$ cat src/rtl/halut_result_collector.sv
// rtl/halut_result_collector.sv - ping-pong row collector for halut_matmul decoder results
// Two banks alternate: one assembles a row in any column order while the other streams out in m order.
module halut_result_collector #(
  parameter int M           = 32,
  parameter int DecoderUnits = 16,
  parameter int DecUnitsX   = M / DecoderUnits,
  parameter int MAddrWidth  = $clog2(M),
  parameter int RowCntWidth = 16
) (
  input  logic                          clk_i,
  input  logic                          rst_ni,
  input  logic [32*DecUnitsX-1:0]       result_i,
  input  logic [DecUnitsX-1:0]          valid_i,
  input  logic [MAddrWidth*DecUnitsX-1:0] m_addr_i,
  output logic                          out_valid_o,
  input  logic                          out_ready_i,
  output logic [31:0]                   out_data_o,
  output logic [MAddrWidth-1:0]         out_m_o,
  output logic                          out_last_o,
  output logic [RowCntWidth-1:0]        out_row_o,
  output logic                          overflow_o,
  output logic                          dup_err_o,
  output logic                          busy_o
);

  typedef enum logic {S_IDLE, S_DRAIN} state_e;

  state_e                 r_state;
  state_e                 w_state_nxt;
  logic [31:0]            r_data [2][M];
  logic [M-1:0]           r_bitmap [2];
  logic [1:0]             r_full;
  logic                   r_fill_sel;
  logic                   r_drain_sel;
  logic [MAddrWidth-1:0]  r_idx;
  logic [RowCntWidth-1:0] r_row;
  logic                   r_overflow;
  logic                   r_dup;

  logic [MAddrWidth-1:0]  w_addr [DecUnitsX];
  logic [M-1:0]           w_wmask;
  logic                   w_lane_clash;
  logic                   w_any_valid;
  logic                   w_accept;
  logic                   w_rewrite;
  logic                   w_complete;
  logic                   w_fire;
  logic                   w_last_fire;

  // Column mask of this cycle's writes; a repeated column across lanes is a clash.
  always_comb begin
    w_wmask      = '0;
    w_lane_clash = 1'b0;
    for (int x = 0; x < DecUnitsX; x++) begin
      w_addr[x] = m_addr_i[MAddrWidth*x +: MAddrWidth];
      if (valid_i[x]) begin
        if (w_wmask[w_addr[x]]) w_lane_clash = 1'b1;
        w_wmask[w_addr[x]] = 1'b1;
      end
    end
  end

  assign w_any_valid = |valid_i;
  assign w_accept    = w_any_valid & ~r_full[r_fill_sel];
  assign w_rewrite   = |(w_wmask & r_bitmap[r_fill_sel]);
  assign w_complete  = w_accept & (&(r_bitmap[r_fill_sel] | w_wmask));
  assign w_fire      = (r_state == S_DRAIN) & out_ready_i;
  assign w_last_fire = w_fire & (r_idx == MAddrWidth'(M - 1));

  // Completing the drain bank itself lets DRAIN start the very next cycle.
  always_comb begin
    w_state_nxt = r_state;
    case (r_state)
      S_IDLE: begin
        if (r_full[r_drain_sel] || (w_complete && (r_fill_sel == r_drain_sel)))
          w_state_nxt = S_DRAIN;
      end
      S_DRAIN: begin
        if (w_last_fire) w_state_nxt = S_IDLE;
      end
      default: w_state_nxt = S_IDLE;
    endcase
  end

  // Later lanes override earlier ones on the same column.
  always_ff @(posedge clk_i) begin
    if (w_accept) begin
      for (int x = 0; x < DecUnitsX; x++) begin
        if (valid_i[x]) r_data[r_fill_sel][w_addr[x]] <= result_i[32*x +: 32];
      end
    end
  end

  always_ff @(posedge clk_i) begin
    if (!rst_ni) begin
      r_state     <= S_IDLE;
      r_bitmap[0] <= '0;
      r_bitmap[1] <= '0;
      r_full      <= '0;
      r_fill_sel  <= 1'b0;
      r_drain_sel <= 1'b0;
      r_idx       <= '0;
      r_row       <= '0;
      r_overflow  <= 1'b0;
      r_dup       <= 1'b0;
    end else begin
      r_state <= w_state_nxt;
      if (w_accept) r_bitmap[r_fill_sel] <= r_bitmap[r_fill_sel] | w_wmask;
      if (w_complete) begin
        r_full[r_fill_sel] <= 1'b1;
        r_fill_sel         <= ~r_fill_sel;
      end
      if (w_last_fire) begin
        r_bitmap[r_drain_sel] <= '0;
        r_full[r_drain_sel]   <= 1'b0;
        r_drain_sel           <= ~r_drain_sel;
        r_row                 <= r_row + 1'b1;
        r_idx                 <= '0;
      end else if (w_fire) begin
        r_idx <= r_idx + 1'b1;
      end
      if (w_any_valid && r_full[r_fill_sel]) r_overflow <= 1'b1;
      if (w_accept && (w_lane_clash || w_rewrite)) r_dup <= 1'b1;
    end
  end

  assign out_valid_o = (r_state == S_DRAIN);
  assign out_data_o  = out_valid_o ? r_data[r_drain_sel][r_idx] : 32'h0;
  assign out_m_o     = r_idx;
  assign out_last_o  = out_valid_o & (r_idx == MAddrWidth'(M - 1));
  assign out_row_o   = r_row;
  assign overflow_o  = r_overflow;
  assign dup_err_o   = r_dup;
  assign busy_o      = (|r_bitmap[0]) | (|r_bitmap[1]) | (|r_full);

endmodule

$ cat config.mk
export PLATFORM = sky130hd
export DESIGN_NAME = halut_result_collector
export DESIGN_NICKNAME = d
export VERILOG_FILES = /design/src/rtl/halut_result_collector.sv
export SDC_FILE = /design/constraint.sdc
export NUM_CORES = 2
export LEC_CHECK = 0
export ABC_AREA = 1
export CAP_MARGIN = 20
export CORE_UTILIZATION = 34
export CTS_CLUSTER_DIAMETER = 30
export DETAILED_ROUTE_END_ITERATION = 6
export PLACE_DENSITY = 0.52
export RECOVER_POWER = 25
export SLEW_MARGIN = 20
export SYNTH_ARGS = -nofsm -noshare
export SYNTH_HDL_FRONTEND = slang
export SYNTH_SLANG_ARGS = --single-unit
$ cat constraint.sdc
create_clock -name clk_i -period 3.2 [get_ports clk_i]
set_input_delay 0.8 -clock clk_i [delete_from_list [all_inputs] [get_ports clk_i]]
set_output_delay 0.8 -clock clk_i [all_outputs]
set_load 0.02 [all_outputs]
==> key figures <==
Drt
  • WL/cell: around 29 µm
  • DRC: 0
  • Routed Antenna Nets: 0
  • Final WL: 410000 µm
  • Initial DRC count: 10382
  • Vias per cell: 5.64
  • Vias: 80748
  • Pre-antenna DRT Iters: 6

Logic synthesis
  • Cells after synthesis: 9632
  • Synth top area share: 0.636
  • Mapped Area: 96700 µm²
  • Syn nets: 9714
  • Biggest area consumer among synthesized cells: edfxtp_1
  • Synth top area cells: edfxtp_1 (64%), o21ai_0 (11%), nand2_1 (8.1%), nor2_1 (4.7%), o22ai_1 (3.3%)
  • Number of synthesized register bits: 2142
  • Yosys cell types: 40
  • Syn. warnings: 0
  • Syn Area/Cell: 10.0 µm²
  • Seq/Total Area, Yosys: 0.656

Timing
  • Crit path time final: 4.38 ns
  • Relative slew slack: 0.0438
  • Final Hold Viols: 0
  • Tightest Pin Transition: between 1 and 1.5 ns
  • Fmax: ~0.23 GHz
  • Final Cycle Share: 1.37
  • RSZ-0062 raised after global routing: true
  • Final setup viols: 676
  • Clk_skew: roughly 0.074 ns
  • Setup WS post-layout: -1.18 ns
  • Final Slew Violations: 0

Power
  • PD cells: 647 nW/µm²
  • Flop pwr share: 0.379
  • Clk network pwr share: 0.586
  • Switching power total: between 15 and 20 mW
  • Worst VDD drop: 0.543 mV
  • Switching Fraction: 0.220
  • Leakage: 47.2 nW
  • Pint: 63.9 mW
  • Combinational fraction of design power: 0.035
  • Pwr Total: 81.9 mW

Clocking
  • CTS tree: yes
  • Max clock buf depth: 4
  • Reg clk slew, reported paths: 0.05 ns
  • Clk_lat worst skew: around 0.95 ns
  • H-tree Lvls: 5
  • Root Driver: clkbuf_16
  • Clock sinks: 2142
  • Num CTS Buffers: 468

Critical path
  • Type of the worst setup path: reg -> out
  • CP max FO: 8
  • Endpoint class of the critical path: output pin
  • Slowest stage delay, CP: 0.38 ns
  • Critical path's slowest cell: dfxtp_4
  • CP required: 2.40 ns
  • Arrival time at the worst endpoint: 3.58 ns
  • CP cell instances: buf_12 -> inv_8 -> buf_16 -> buf_16 -> o21ai_0 -> o22ai_1 -> nand2_1 -> nand3_1 -> nand3_1 -> buf_4 -> nand3_1 -> nand2_2 -> nor2_4 -> buf_4 -> buf_4
  • Critical Path Start Type: flop

Final layout
  • Fillers: 26037
  • Share of cells above drive strength 1: 0.178
  • Layout area overhead: 31.1%
  • Post-route design area: 127000 µm²
  • Most frequent cells in the layout: o21ai_0 (2088), edfxtp_1 (2048), nand2_1 (2040), nor2_1 (1147), o22ai_1 (504)
  • Multi-input logic area: 30700 µm²
  • Layout net count: 10244
  • FF+latch area: 63400 µm²
  • Commonest non-fill, non-tap cell in the layout: o21ai_0

Die
  • Row count: 195
  • IO Pins: 137
  • Die width: between 500 and 600 µm
  • Starting Density: 0.342
  • Core area: 283000 µm²
  • Die area: 286000 µm²
  • Die H: 535 µm

Run status
  • Outcome: finished, violations left
  • Violated checks: setup timing

Run
  • Max Cap Viol: 0

Global route
  • GRT Overall Usage: 0.278
  • Number of global-route vias before repair: roughly 77000
  • Initial antenna violation count: 21
  • First-pass GRT wire length: 571000 µm
  • Remaining Overflow, GRT: 0
  • Largest net degree at the start of global routing: roughly 110

Placed design
  • Input/output buffers: 136
  • Placed Area: 109000 µm²
  • HPWL after DPL: 248000 µm
  • Routability cong.: 0.909

Worst hold path
  • Worst min path class: reg -> reg
flip-flops by register name, summed over array words and instances, names as in the netlist, 2 cells and up, named ones only:
signal,flops
out_m_o,5
out_row_o,16
r_bitmap,64
r_data,2048
r_full,2
cells in the mapped netlist:
library cell,n
nand3_2,20
nor2_1,1219
o31ai_1,1
dfxtp_1,94
nor4_1,12
xnor2_1,2
o21ai_0,2108
nand2_1,2077
nor3_4,1
nand4_1,17
buf_6,2
nor2_2,15
buf_4,9
a21oi_1,114
nor3_1,7
xor2_1,2
nand3_1,263
o211ai_1,17
edfxtp_1,2048
o221ai_1,11
o22ai_1,508
clkinv_1,6
o21ba_2,1
buf_2,107
buf_1,104
clkbuf_1,645
ha_1,3
nor3b_1,2
or2_2,7
mux2i_1,2
or2_0,5
nand2_2,1
nand3b_1,3
a22o_1,1
inv_1,152
o21a_1,3
a31oi_1,32
inv_2,6
o21bai_1,4
a22oi_1,1
power groups by stage:
stage | Sequential, mW | Combinational [mW] | Clock, mW
global placement | 31.6 | 2.73 | 0
CTS | 31.1 | 2.83 | 48.2
floorplan | 31.6 | 1.28 | 0
finish | 31.1 | 2.85 | 48.0
global route | 31.1 | 3.02 | 49.6
detailed placement | 31.6 | 2.81 | 0
worst max-delay path, delay by kind of cell, from the launching register on:
| family | cells | cell delay (ns) |
|---|---|---|
| flip-flops | 1 | 0.38 |
| AO/OA/AOI/OAI | 2 | 0.30 |
| buffers and inverters | 7 | 1.10 |
| AND/OR/NAND/NOR | 6 | 0.80 |
stage by stage:
stage	setup slack, ns	hold slack, ns	utilization	TNS, ns	instances
2_1_floorplan	-0.141	0.439	-	-18.07	9632
3_3_place_gp	-0.835	0.437	0.386	-14.97	13384
3_5_place_dp	-0.757	0.437	0.386	-16.37	13384
4_1_cts	-1.16	0.454	0.449	-35.23	14287
5_1_grt	-1.23	0.473	0.448	-195.45	14308
6_report	-1.18	0.451	0.448	-125.60	14311
cell families after synthesis:
kind of cell    count (synthesis)  synth area share
simple gates                 3649             0.148
compound gates               2801             0.153
flops                        2142             0.656
buf+inv                      1031            0.0419
xor+xnor                        4          0.000362
fa+ha+maj                       3          0.000388
mux                             2          0.000207
cell type report:
cell class / instances / share of cell area
diodes: 7 / 0.000138
clock buffers: 542 / 0.0959
clock inverters: 327 / 0.0290
inverters: 164 / 0.00524
multi-input cells: 6459 / 0.242
flip-flops and latches: 2142 / 0.500
well taps: 3743 / 0.0370
repair buffers: 926 / 0.0902
repair inverters: 1 / 0.0000889
layer usage:
metal / global-route usage / wire length [µm]
met1: 0.357 / 157000
met2: 0.435 / 184000
met3: 0.0552 / 42200
met4: 0.162 / 26800
met5: 0 / 0
timing repair:
| item | CTS | global route |
|---|---|---|
| endpoints found under the setup margin | 36 | 35 |
| gates resized for setup | 269 | 105 |
| endpoints found under the hold margin | 0 | 0 |
| buffers inserted | 14 | 11 |
| pin swaps | 36 | 27 |
| gates cloned | 22 | 7 |
| hold buffers | 0 | 0 |
path summary, 6_finish.rpt:
check             startpoint  cells past startpoint  slack [ns]             end
setup / recovery  out_m_o[0]                     15       -1.18  out_data_o[20]
setup reg to reg  r_fill_sel                      6       -0.38  r_data[0][741]
hold / removal     dup_err_o                      2        0.45       dup_err_o
hold reg to reg    dup_err_o                      2        0.45       dup_err_o
(Power assumes the default switching activity.)
